--- src/rtl/issue_scheduler.sv ---
// rtl/issue_scheduler.sv - issue/stall/flush sequencing for a 3-stage EX/MEM/WB back end
//
// Purpose: issues decode instructions into EX, stalls decode on RAW hazards
// found in the in-flight scoreboard, freezes the pipeline while a load/store
// waits on the memory handshake (with timeout), and flushes the wrong path on
// a taken branch/jump.
//
// Ports:
//   clk, reset          clock, synchronous active-high reset
//   dec_valid           decode holds a valid instruction
//   dec_rs1/rs2/rd      decoded register numbers
//   dec_op_data         flags: [1] uses rs1, [2] uses rs2, [3] uses rd,
//                       [4] branch, [5] jump, [7] load, [8] store
//   branch_taken        EX-stage redirect
//   mem_ack             memory access complete
//   issue               decode instruction enters EX at this edge
//   stall_if            hold PC and fetch/decode registers
//   flush               discard fetch/decode contents
//   mem_req             memory access outstanding
//   mem_err             one-cycle pulse on memory timeout
//   fwd_sel_rs1/rs2     EX operand source: 00 regfile, 01 MEM, 10 WB
//
// Configuration: define ISSUE_FWD_EN to enable operand forwarding (only
// load-use hazards stall). Undefined: full scoreboard interlock, fwd_sel = 00.

module issue_scheduler #(
   parameter int MEM_TIMEOUT = 255
) (
   input  logic        clk,
   input  logic        reset,
   input  logic        dec_valid,
   input  logic [4:0]  dec_rs1,
   input  logic [4:0]  dec_rs2,
   input  logic [4:0]  dec_rd,
   input  logic [14:0] dec_op_data,
   input  logic        branch_taken,
   input  logic        mem_ack,
   output logic        issue,
   output logic        stall_if,
   output logic        flush,
   output logic        mem_req,
   output logic        mem_err,
   output logic [1:0]  fwd_sel_rs1,
   output logic [1:0]  fwd_sel_rs2
);

   typedef struct packed {
      logic       v;
      logic [4:0] rd;
      logic       wr;
      logic       ld;
      logic       st;
      logic       br;
   } stage_t;

   typedef enum logic [1:0] {RUN, MEM_WAIT, FLUSH} state_t;

   state_t     state;
   stage_t     ex_q, mem_q, wb_q;
   stage_t     dec_entry;
   logic [7:0] wait_cnt;

   logic uses_r1, uses_r2;
   logic timeout, advance, hazard, redirect, flush_c, issue_c;

   function automatic logic rd_hit(input stage_t s, input logic u1, input logic u2,
                                   input logic [4:0] r1, input logic [4:0] r2);
      // wr already excludes rd==0, so x0 can never match
      return s.v && s.wr && ((u1 && r1 == s.rd) || (u2 && r2 == s.rd));
   endfunction

   assign uses_r1 = dec_op_data[1];
   assign uses_r2 = dec_op_data[2];

   always_comb begin
      dec_entry    = '0;
      dec_entry.v  = 1'b1;
      dec_entry.rd = dec_rd;
      dec_entry.wr = dec_op_data[3] && (dec_rd != 5'd0);
      dec_entry.ld = dec_op_data[7];
      dec_entry.st = dec_op_data[8];
      dec_entry.br = dec_op_data[4] | dec_op_data[5];
   end

   // wait_cnt counts completed MEM_WAIT cycles; the timeout fires on the
   // cycle that brings it to MEM_TIMEOUT
   assign timeout = (state == MEM_WAIT) && (wait_cnt == 8'(MEM_TIMEOUT - 1));
   assign advance = (state == RUN) || ((state == MEM_WAIT) && (mem_ack || timeout));

`ifdef ISSUE_FWD_EN
   assign hazard = rd_hit(ex_q, uses_r1, uses_r2, dec_rs1, dec_rs2) && ex_q.ld;
`else
   assign hazard = rd_hit(ex_q,  uses_r1, uses_r2, dec_rs1, dec_rs2) ||
                   rd_hit(mem_q, uses_r1, uses_r2, dec_rs1, dec_rs2) ||
                   rd_hit(wb_q,  uses_r1, uses_r2, dec_rs1, dec_rs2);
`endif

   // a redirect is honoured whenever the branch actually leaves EX
   assign redirect = advance && branch_taken && ex_q.v && ex_q.br;
   assign flush_c  = (state == FLUSH) || redirect;
   assign issue_c  = dec_valid && advance && !hazard && !flush_c && (state != FLUSH);

   // gating with reset keeps every output low while reset is held
   assign issue    = !reset && issue_c;
   assign stall_if = !reset && dec_valid && !issue_c && (state != FLUSH) && !flush_c;
   assign flush    = !reset && flush_c;
   assign mem_err  = !reset && timeout && !mem_ack;
   assign mem_req  = (state == MEM_WAIT);

   always_ff @(posedge clk) begin
      if (reset) begin
         ex_q     <= '0;
         mem_q    <= '0;
         wb_q     <= '0;
         state    <= RUN;
         wait_cnt <= 8'd0;
      end else if (advance) begin
         wb_q     <= mem_q;
         mem_q    <= ex_q;
         ex_q     <= issue_c ? dec_entry : '0;
         wait_cnt <= 8'd0;
         // a memory op moving into MEM (re)opens the handshake
         if (redirect)
            state <= FLUSH;
         else if (ex_q.v && (ex_q.ld || ex_q.st))
            state <= MEM_WAIT;
         else
            state <= RUN;
      end else if (state == FLUSH) begin
         state <= RUN;
      end else if (state == MEM_WAIT) begin
         wait_cnt <= wait_cnt + 8'd1;
      end
   end

`ifdef ISSUE_FWD_EN
   function automatic logic [1:0] fwd_src(input logic [4:0] rs, input stage_t ex_s,
                                          input stage_t mem_s);
      if (ex_s.v && ex_s.wr && rs == ex_s.rd)
         return 2'b01;
      else if (mem_s.v && mem_s.wr && rs == mem_s.rd)
         return 2'b10;
      else
         return 2'b00;
   endfunction

   // selects are evaluated against the stages as they stand at issue time:
   // what is in EX now becomes the MEM result, what is in MEM the WB result
   always_ff @(posedge clk) begin
      if (reset) begin
         fwd_sel_rs1 <= 2'b00;
         fwd_sel_rs2 <= 2'b00;
      end else if (advance) begin
         fwd_sel_rs1 <= issue_c ? fwd_src(dec_rs1, ex_q, mem_q) : 2'b00;
         fwd_sel_rs2 <= issue_c ? fwd_src(dec_rs2, ex_q, mem_q) : 2'b00;
      end
   end
`else
   assign fwd_sel_rs1 = 2'b00;
   assign fwd_sel_rs2 = 2'b00;
`endif

   logic unused_ok;
   assign unused_ok = ^{dec_op_data[14:9], dec_op_data[6], dec_op_data[0], mem_q, wb_q};

endmodule
--- config.mk ---
export PLATFORM = sky130hd
export DESIGN_NAME = issue_scheduler
export DESIGN_NICKNAME = d
export VERILOG_FILES = /design/src/rtl/issue_scheduler.sv
export SDC_FILE = /design/constraint.sdc
export NUM_CORES = 1
export LEC_CHECK = 0
export CAP_MARGIN = 10
export CORE_UTILIZATION = 54
export CTS_CLUSTER_DIAMETER = 50
export DETAILED_ROUTE_END_ITERATION = 16
export PLACE_DENSITY = 0.92
export SLEW_MARGIN = 20
export SYNTH_ARGS = -nofsm -noshare
export SYNTH_HDL_FRONTEND = slang
export SYNTH_SLANG_ARGS = --single-unit
--- constraint.sdc ---
create_clock -name clk -period 4.03 [get_ports clk]
set_clock_uncertainty 0.05 [all_clocks]
set_input_delay 1.0075 -clock clk [delete_from_list [all_inputs] [get_ports clk]]
set_output_delay 1.0075 -clock clk [all_outputs]
set_load 0.03 [all_outputs]
* Word-level counts from Yosys, hierarchy flattened
Cells that the tools add are included.
Operators by class: add/subtract/negate cells 1, equality and inequality tests 10, muxes and demuxes 5, bitwise operators 2, reduce and logical (&&, ||, !) cells 50
Operators by type and width (count):
- $logic_and A1 B1 Y1 | 31
- $eq A5 B5 Y1 | 6
- $mux W10 | 1
- $logic_or A1 B1 Y1 | 9
- $add A8 B1 Y8 const B | 1
- $eq A8 B8 Y1 const B | 1
- $mux W2 | 3
- $logic_not A1 Y1 | 5
- $reduce_bool A5 Y1 | 1
- $eq A2 B1 Y1 const B | 1
- $eq A2 B2 Y1 const B | 1
- $logic_not A2 Y1 | 1
- $ne A2 B2 Y1 const B | 1
- $reduce_and A2 Y1 | 1
- $reduce_bool A2 Y1 | 1
- $reduce_or A2 Y1 | 1
- $mux W1 | 1
- $not A1 Y1 | 1
- $or A1 B1 Y1 | 1
Word-level totals: flip-flop bits (word level) 34, input bits 35, output and inout bits 9, word-level logic and storage cells 82

* Logic depth before layout (Yosys ltp)
depth after elaboration 16, depth in mapped cells 8, depth with buffers taken out 7

* Worst setup path after synthesis
OpenSTA, ideal clock, no wires.
path kind input-to-output, start point input dec_rs2[4], end point output issue, data arrival time 2.377 ns, required time 2.973 ns, slack 0.596 ns, cell stages on the path 6, path buffers 1, cell sequence xnor2_1 > nand4_1 > nor3_1 > or4_4 > buf_6 > nor2_1
Between the ends: word-level cells in the longest chain between the ends 11, elaborated cells on any way between the ends 19, classes of those cells 3 x eq/ne; 16 x reduce/logical
Ends and longest elaborated chain:
- from (decl) | line 33 | input logic [4:0] dec_rs2,
- $eq A5 B5 Y1 | line 69 | return s.v && s.wr && ((u1 && r1 == s.rd) || (u2 && r2 == s.rd));
- $logic_and A1 B1 Y1 | line 69
- $logic_or A1 B1 Y1 | line 69
- $logic_and A1 B1 Y1 | line 69
- $logic_or A1 B1 Y1 | line 93 | assign hazard = rd_hit(ex_q, uses_r1, uses_r2, dec_rs1, dec_rs2) ||
- $logic_or A1 B1 Y1 * | line 94 | rd_hit(mem_q, uses_r1, uses_r2, dec_rs1, dec_rs2) ||
- $logic_not A1 Y1 * | line 101 | assign issue_c = dec_valid && advance && !hazard && !flush_c && (state != FLUSH);
- $logic_and A1 B1 Y1 * (3 in series) | line 101
- $logic_and A1 B1 Y1 * | line 104 | assign issue = !reset && issue_c;
- to (decl) | line 38 | output logic issue,
Mark *: on every way between the ends. The rest lies on a longest branch, timed or not.

* Final worst setup path
start point input dec_rs2[2], end point output issue
The elaborated chain is that of the path after synthesis.

==> impl_results.md <==
- Root buf cell: clkbuf_4
- Final setup fails: 0
- Initial cell density of the core: 57.3%
- Comb power frac: 13.2%
- Final instance area: 2410 µm²
- Largest net degree at the start of global routing: 25
- Post-synthesis cell area: 1930 µm²
- Sequential share of the synthesized area: 35.3%
- Final-layout fill cell count: 267
- CP max stage delay: 0.57 ns
- Final Power: 783 µW
- Buffers added on ports: 31
- Fin nets: 303
- Max Cap Violations: 0
- Area grow syn2layout: 25.2%
- CP required: 2.97 ns
- Sw frac: 24.1%
- Status: completed
- Least-Margin Pin Slew: 0.691 ns
- Clock tree buffer depth: 2
- Initial DRT Pass Iterations: 4
- HP Class: reg2reg
- Worst Reg-to-Reg Cells: 8
- TritonCTS clock tree: yes
- Post-synthesis average cell area: 8.52 µm²
- Final Hold Viols: 0
- Via count: 1754
- Net load switching power: 188 µW
- GP Congestion: 0.848
- Initial DRC count: 85
- CP Buf/Inv Count: 3
- Multi-input logic area: 1160 µm²
- P_int: 594 µW
- Number of global-route vias before repair: 1701
- Post-DRT Antenna Nets: 0
- Area of the die: 3810 µm²
- First-pass GRT wire length: 7.47 mm
- Total wire length: 4.46 mm
- Critical path fanouts, max: 11
- Drt drc: 0
- Mapped Cells: 226
- DP Area: 2310 µm²
- CP Cell Sequence: clkdlybuf4s50_1, xor2_1, nor3_1, or4_4, buf_4, nor2_1, buf_4
- Slew margin rel.: 53.8%
- Wire length per cell: 14.2 µm
- EDFF count, synth: 0
- Final min period: 3.92 ns
- Leak pwr: 0.000797 µW
- Commonest non-fill, non-tap cells in the layout: 43 x nand2_1, 34 x dfxtp_1, 29 x xnor2_1, 29 x clkdlybuf4s50_1, 19 x nand4_1
- RSZ-0062 raised after global routing: false
- Placed Cells: 305
- Most numerous cell on the critical path: buf_4
- Synth Flop Type: dfxtp_1
- Most common cell after layout, fill and taps aside: nand2_1
- Fmax: 255 MHz
- Die W: 61.7 µm
- Worst EP arrival: 2.86 ns
- Slowest CP cell: clkdlybuf4s50_1
- Total track usage: 27.3%
- Clock slew at reported path FFs: 0.12 ns
- Min-Delay Path Depth: 2
- Clock Power Share: 41.2%
- Cts bufs inserted: 5
- FF+latch area: 681 µm²
- Crit-path leading delay family: buffers and inverters
- Synthesized flop and latch total: 34
- Worst setup EP type: output pin
- CP Depth: 7
- Async set-reset flop share out of synthesis: 0%
- Pwr Density: 325 nW/µm²
- Critical path class: in2out
- Number of antenna violations at the first check in global routing: 0
- Setup slack on the worst flop-to-flop path: 1.53 ns
- Share of cells above drive strength 1: 14.6%
- GR Overflow Total: 0
- H-tree depth: 2
- # Post-CTS Setup Buffers: 0
- HPWL after DPL: 3.23 mm
- Clock latency on the worst-skew pair: 0.36 ns
- DR vias/cell: 5.60
- Final std cells w/o fill: 313
- IR Drop Worst-Case VDD: 0.245 mV
- Clock sinks: 34
- Inserted Diodes: 0
- Sequential share of power: 45.7%
- Worst setup SP type: input port
- Die H: 61.7 µm
- Slew Viols, Final: 0
- Final worst-path cycle share: 97.3%
- Library cells used by synthesis: 41
- Core area: 3360 µm²
- # rows: 21
- Synth warn: 0
- I/O pins: 44
state kept, by name, indices dropped and copies added (netlist names):
name      count
wb_q          7
ex_q         10
wait_cnt      8
mem_q         7
state         2
cell families (layout without fill, tap and decap cells):
| group | count (synthesis) | count (layout) | share of synthesized area (%) |
|---|---|---|---|
| AOI/OAI and AO/OA | 39 | 39 | 16.4 |
| xor gates and xnor gates | 37 | 37 | 16.8 |
| adders and majority gates | 2 | 2 | 1.30 |
| buffers and inverters | 17 | 55 | 5.07 |
| DFF | 34 | 34 | 35.3 |
| other | 1 | 4 | 0.195 |
| and+or+nand+nor | 96 | 96 | 24.8 |
layer usage:
layer / share of wire, % / vias to the layer above / track usage [%] / wire length, µm
met5: 0 / - / 0 / 0
met2: 51 / 64 / 46.5 / 2270
li1: - / 860 / - / -
met4: 1.9 / 0 / 12.7 / 83
met3: 6.3 / 9 / 7.66 / 279
met1: 41 / 821 / 31.8 / 1820
tightest hold or removal path, delay by kind of cell, from the launching register on:
kind | cells | cell delay (ns)
compound gates | 1 | 0.04
simple gates | 1 | 0.07
flops | 1 | 0.33
layout make-up:
class                           instances  area share, %
Timing Repair Buffer                   43           16.3
Inverter                                4          0.623
Clock buffer                            5           1.56
Sequential cell                        34           28.2
Tap cell                               46           2.39
Multi-Input combinational cell        178           48.1
Clock inverter                          3           2.85
path summary, 6_finish.rpt:
path,start,to
worst max-delay path,dec_rs2[2],issue
worst max register to register,wait_cnt[0],ex_q[4]
worst min-delay path,ex_q[1],ex_q[1]
worst min register to register,ex_q[1],ex_q[1]
cells in the mapped netlist, drive strengths merged (4+ instances only):
| cell type | instances | area, µm² |
|---|---|---|
| nand3 | 8 | 40.0 |
| inv | 4 | 15.0 |
| dfxtp | 34 | 681 |
| a21oi | 18 | 101 |
| nand4 | 19 | 119 |
| xnor2 | 29 | 254 |
| nand2 | 43 | 161 |
| xor2 | 8 | 70.1 |
| buf | 11 | 75.1 |
| o21ai | 10 | 83.8 |
| nor3 | 4 | 25.0 |
| nor2 | 10 | 40.0 |
power by group through the flow:
stage               registers [µW]  logic [µW]  clock network, µW
floorplan                      361        56.9                  0
global placement               364        99.4                  0
detailed placement             365         102                  0
CTS                            357         103                325
global route                   359         112                344
finish                         357         103                322
stage by stage:
step / utilization, % / TNS [ns] / hold WS [ns] / setup WS, ns
6_report: 71.7 / 0 / 0.426 / 0.110
5_1_grt: 71.7 / 0 / 0.445 / 0.0334
4_1_cts: 71.8 / 0 / 0.424 / 0.0596
3_5_place_dp: 68.7 / -0.168 / 0.402 / -0.168
3_3_place_gp: 68.7 / -0.173 / 0.399 / -0.173
2_1_floorplan: - / 0 / 0.380 / 0.596
repair_timing:
action                     CTS  global route
setup endpoints to repair    1             1
hold buffers                 0             0
gates resized for setup      1             2
gates cloned                 0             0
No activity file was read; power rests on OpenSTA's default activity.
==> patch (same settings) <==
Encoding of `state_t`: now one-hot (3 bits for 3 states).
--- a/src/rtl/issue_scheduler.sv
+++ b/src/rtl/issue_scheduler.sv
@@ -54,5 +54,5 @@
    } stage_t;
 
-   typedef enum logic [1:0] {RUN, MEM_WAIT, FLUSH} state_t;
+   typedef enum logic [2:0] {RUN = 3'b001, MEM_WAIT = 3'b010, FLUSH = 3'b100} state_t;
 
    state_t     state;
Behaviour: same outputs for any inputs over 4 cycles, from zero or initial values and one cycle with reset high; so few cycles prove little.
==> patch against the original RTL <==
  * Synthesized cell count rose by 1.3%
  * Power fell by 13%
  * Setup slack improved by 0.067 ns
  * Highest routed layer unchanged
  * Cell area fell by 5.7%
  * Maximum frequency rose by 1.7%
  * Area after synthesis fell by 3.0%
  * Routed wire length fell by 4.3%
  * Sequential cell count rose by 1
==> patch: results (changes against the original RTL) <==
Critical path
  • Buf/Inv on CP: 2 (-1)
  • Worst path arrival time: 2.79 ns (-0.07 ns)
  • Crit path largest cell delay: 0.58 ns
  • R2R cell count: 7 (-1)
  • CP max FO: 2 (-9)
  • CP top delay family: simple AND/OR/NAND/NOR gates
  • Crit path max-delay cell type: or4_1

Place
  • Number of port buffers: 31 (unchanged)
  • Inst Count DP: 299 (-2.0%)
  • Dpl cell area: 0.002217 sq mm (-4.0%)
  • GP Congestion: 0.9100 (+7.3%)
  • Detail Placement HPWL: 3131 um (-3.0%)

Detailed routing
  • Routed len/inst: 13.95 um (-2.1%)
  • Vias: 1,738 (-0.91%)
  • Final WL: 4268 um (-4.3%)
  • Drt first pass iters: 5 (+1)
  • DRT iter0 DRCs: 111 (+31%)

Status
  • Outcome: finished clean

Synth
  • Yosys warnings: 0 (unchanged)
  • Post-synth top cells: 35 x dfxtp_1, 29 x xnor2_1, 28 x nand2_1, 22 x nand4_1, 20 x a21oi_1
  • Ranking of synthesized cells by area: dfxtp_1 38%, xnor2_1 14%, nand4_1 7.4%
  • Ys async rst share: 0% (unchanged)
  • Top FF cell, synth: dfxtp_1
  • Synth cell types: 36 (-12%)
  • Synthesized area per cell: 8.157 sq um (-4.3%)
  • Post-synthesis sequential area ratio: 37.51% (+2.2 points)

Worst hold path
  • Hold path cells: 2 (unchanged)
  • Hold WC Path Type: reg2reg

Clock tree
  • Postcts setup bufs: 0 (unchanged)
  • CTS H-tree lvls: 2 (unchanged)
  • Clk buf depth: 2 (unchanged)
  • CTS-repair resized insts: 0 (-1)
  • Worst-path clk slew: 0.10 ns (-0.02 ns)
  • Worst skew pair latency: 0.34 ns (-0.02 ns)
  • CTS root buffer: clkbuf_4
  • CTS buffer count: 5 (unchanged)

Global routing
  • GRT Overall Usage: 25.22% (-2.1 points)
  • Initial antenna violation count: 0 (unchanged)
  • Largest net degree at the start of global routing: 22 (-12%)
  • Vias in the first global route: 1,566 (-7.9%)
  • First-pass GRT wire length: 6810 um (-8.8%)

Cells and area
  • Diode count: 0 (unchanged)
  • Fill count: 295 (+10%)
  • Ratio of cells with drive above 1 in the final layout: 7.634% (-7.0 points)
  • Top flop regs: ex_q (10), wait_cnt (8)

Power and ir drop
  • Maximum VDD drop: 257.2 uV (+4.8%)
  • Total leakage power: 0.0007511 uW (-5.8%)

Timing
  • Worst rel slew slack: 39.11% (-15 points)
## patch: cell types whose count changed after synthesis, sizes merged, moves of 3 or more
cell	change
nand2	-15
nand4	+3
o22ai	+3
nand3	-3
nor2	+3
o21ai	+13
clkbuf	+8
buf	-6
## patch: final cells by class
type | instances | area, sq um | share of cell area [%]
clock buffers | 6 | 51.30 | 2.256
clock inverters | 1 | 5.005 | 0.2201
flip-flops and latches | 35 | 700.7 | 30.82
multi-input cells | 178 | 1091 | 47.99
well taps | 44 | 55.05 | 2.422
inverters | 4 | 15.01 | 0.6604
repair buffers | 38 | 355.3 | 15.63
## patch: worst register-to-register path, stage by stage, from the launching register on
cell,delay (ns)
dfxtp_1,0.40
or3b_4,0.43
nor3_4,0.17
buf_4,0.22
nor2_1,0.09
or4_1,0.58
buf_4,0.20
o22ai_2,0.15
## patch: final timing paths
kind,start,endpoint,slack [ns]
worst max-delay path,mem_ack,issue,0.18
worst min-delay path,ex_q[2]$_SDFFE_PP0P_,ex_q[2]$_SDFFE_PP0P_,0.42
worst max register to register,state[1]$_SDFFE_PP0P_,ex_q[9]$_SDFFE_PP0P_,1.67
worst min register to register,ex_q[2]$_SDFFE_PP0P_,ex_q[2]$_SDFFE_PP0P_,0.42
## patch: power by group
group	internal, uW	leakage [uW]	total, uW	switching (uW)
sequential	357	0.000285	371	13.6
combinational	56.3	0.000432	113	56.6
clock	80.8	0.0000341	194	114
## patch: stage by stage
step	setup WS (ns)	power, uW
5_1_grt	0.009717	710.5
6_report	0.1778	677.8
3_5_place_dp	0.1857	489.6
3_3_place_gp	0.2281	487.2
2_1_floorplan	0.3678	441.0
4_1_cts	0.1738	683.3
## patch: cell families (layout without fill, tap and decap cells)
logic type / Yosys count / count (layout) / share of synthesized area (%)
and+or+nand+nor: 81 / 81 / 22.30
buffers and inverters: 19 / 49 / 4.688
DFF: 35 / 35 / 37.51
AOI/OAI and AO/OA: 54 / 54 / 16.61
other: 1 / 4 / 0.2007
xor gates and xnor gates: 37 / 37 / 17.35
adders and majority gates: 2 / 2 / 1.339
## patch: routing by layer
metal | wire (um) | global-route usage, %
met1 | 1977 | 32.46
met2 | 1979 | 39.87
met5 | 0 | 0
met3 | 257 | 7.036
met4 | 53 | 10.39
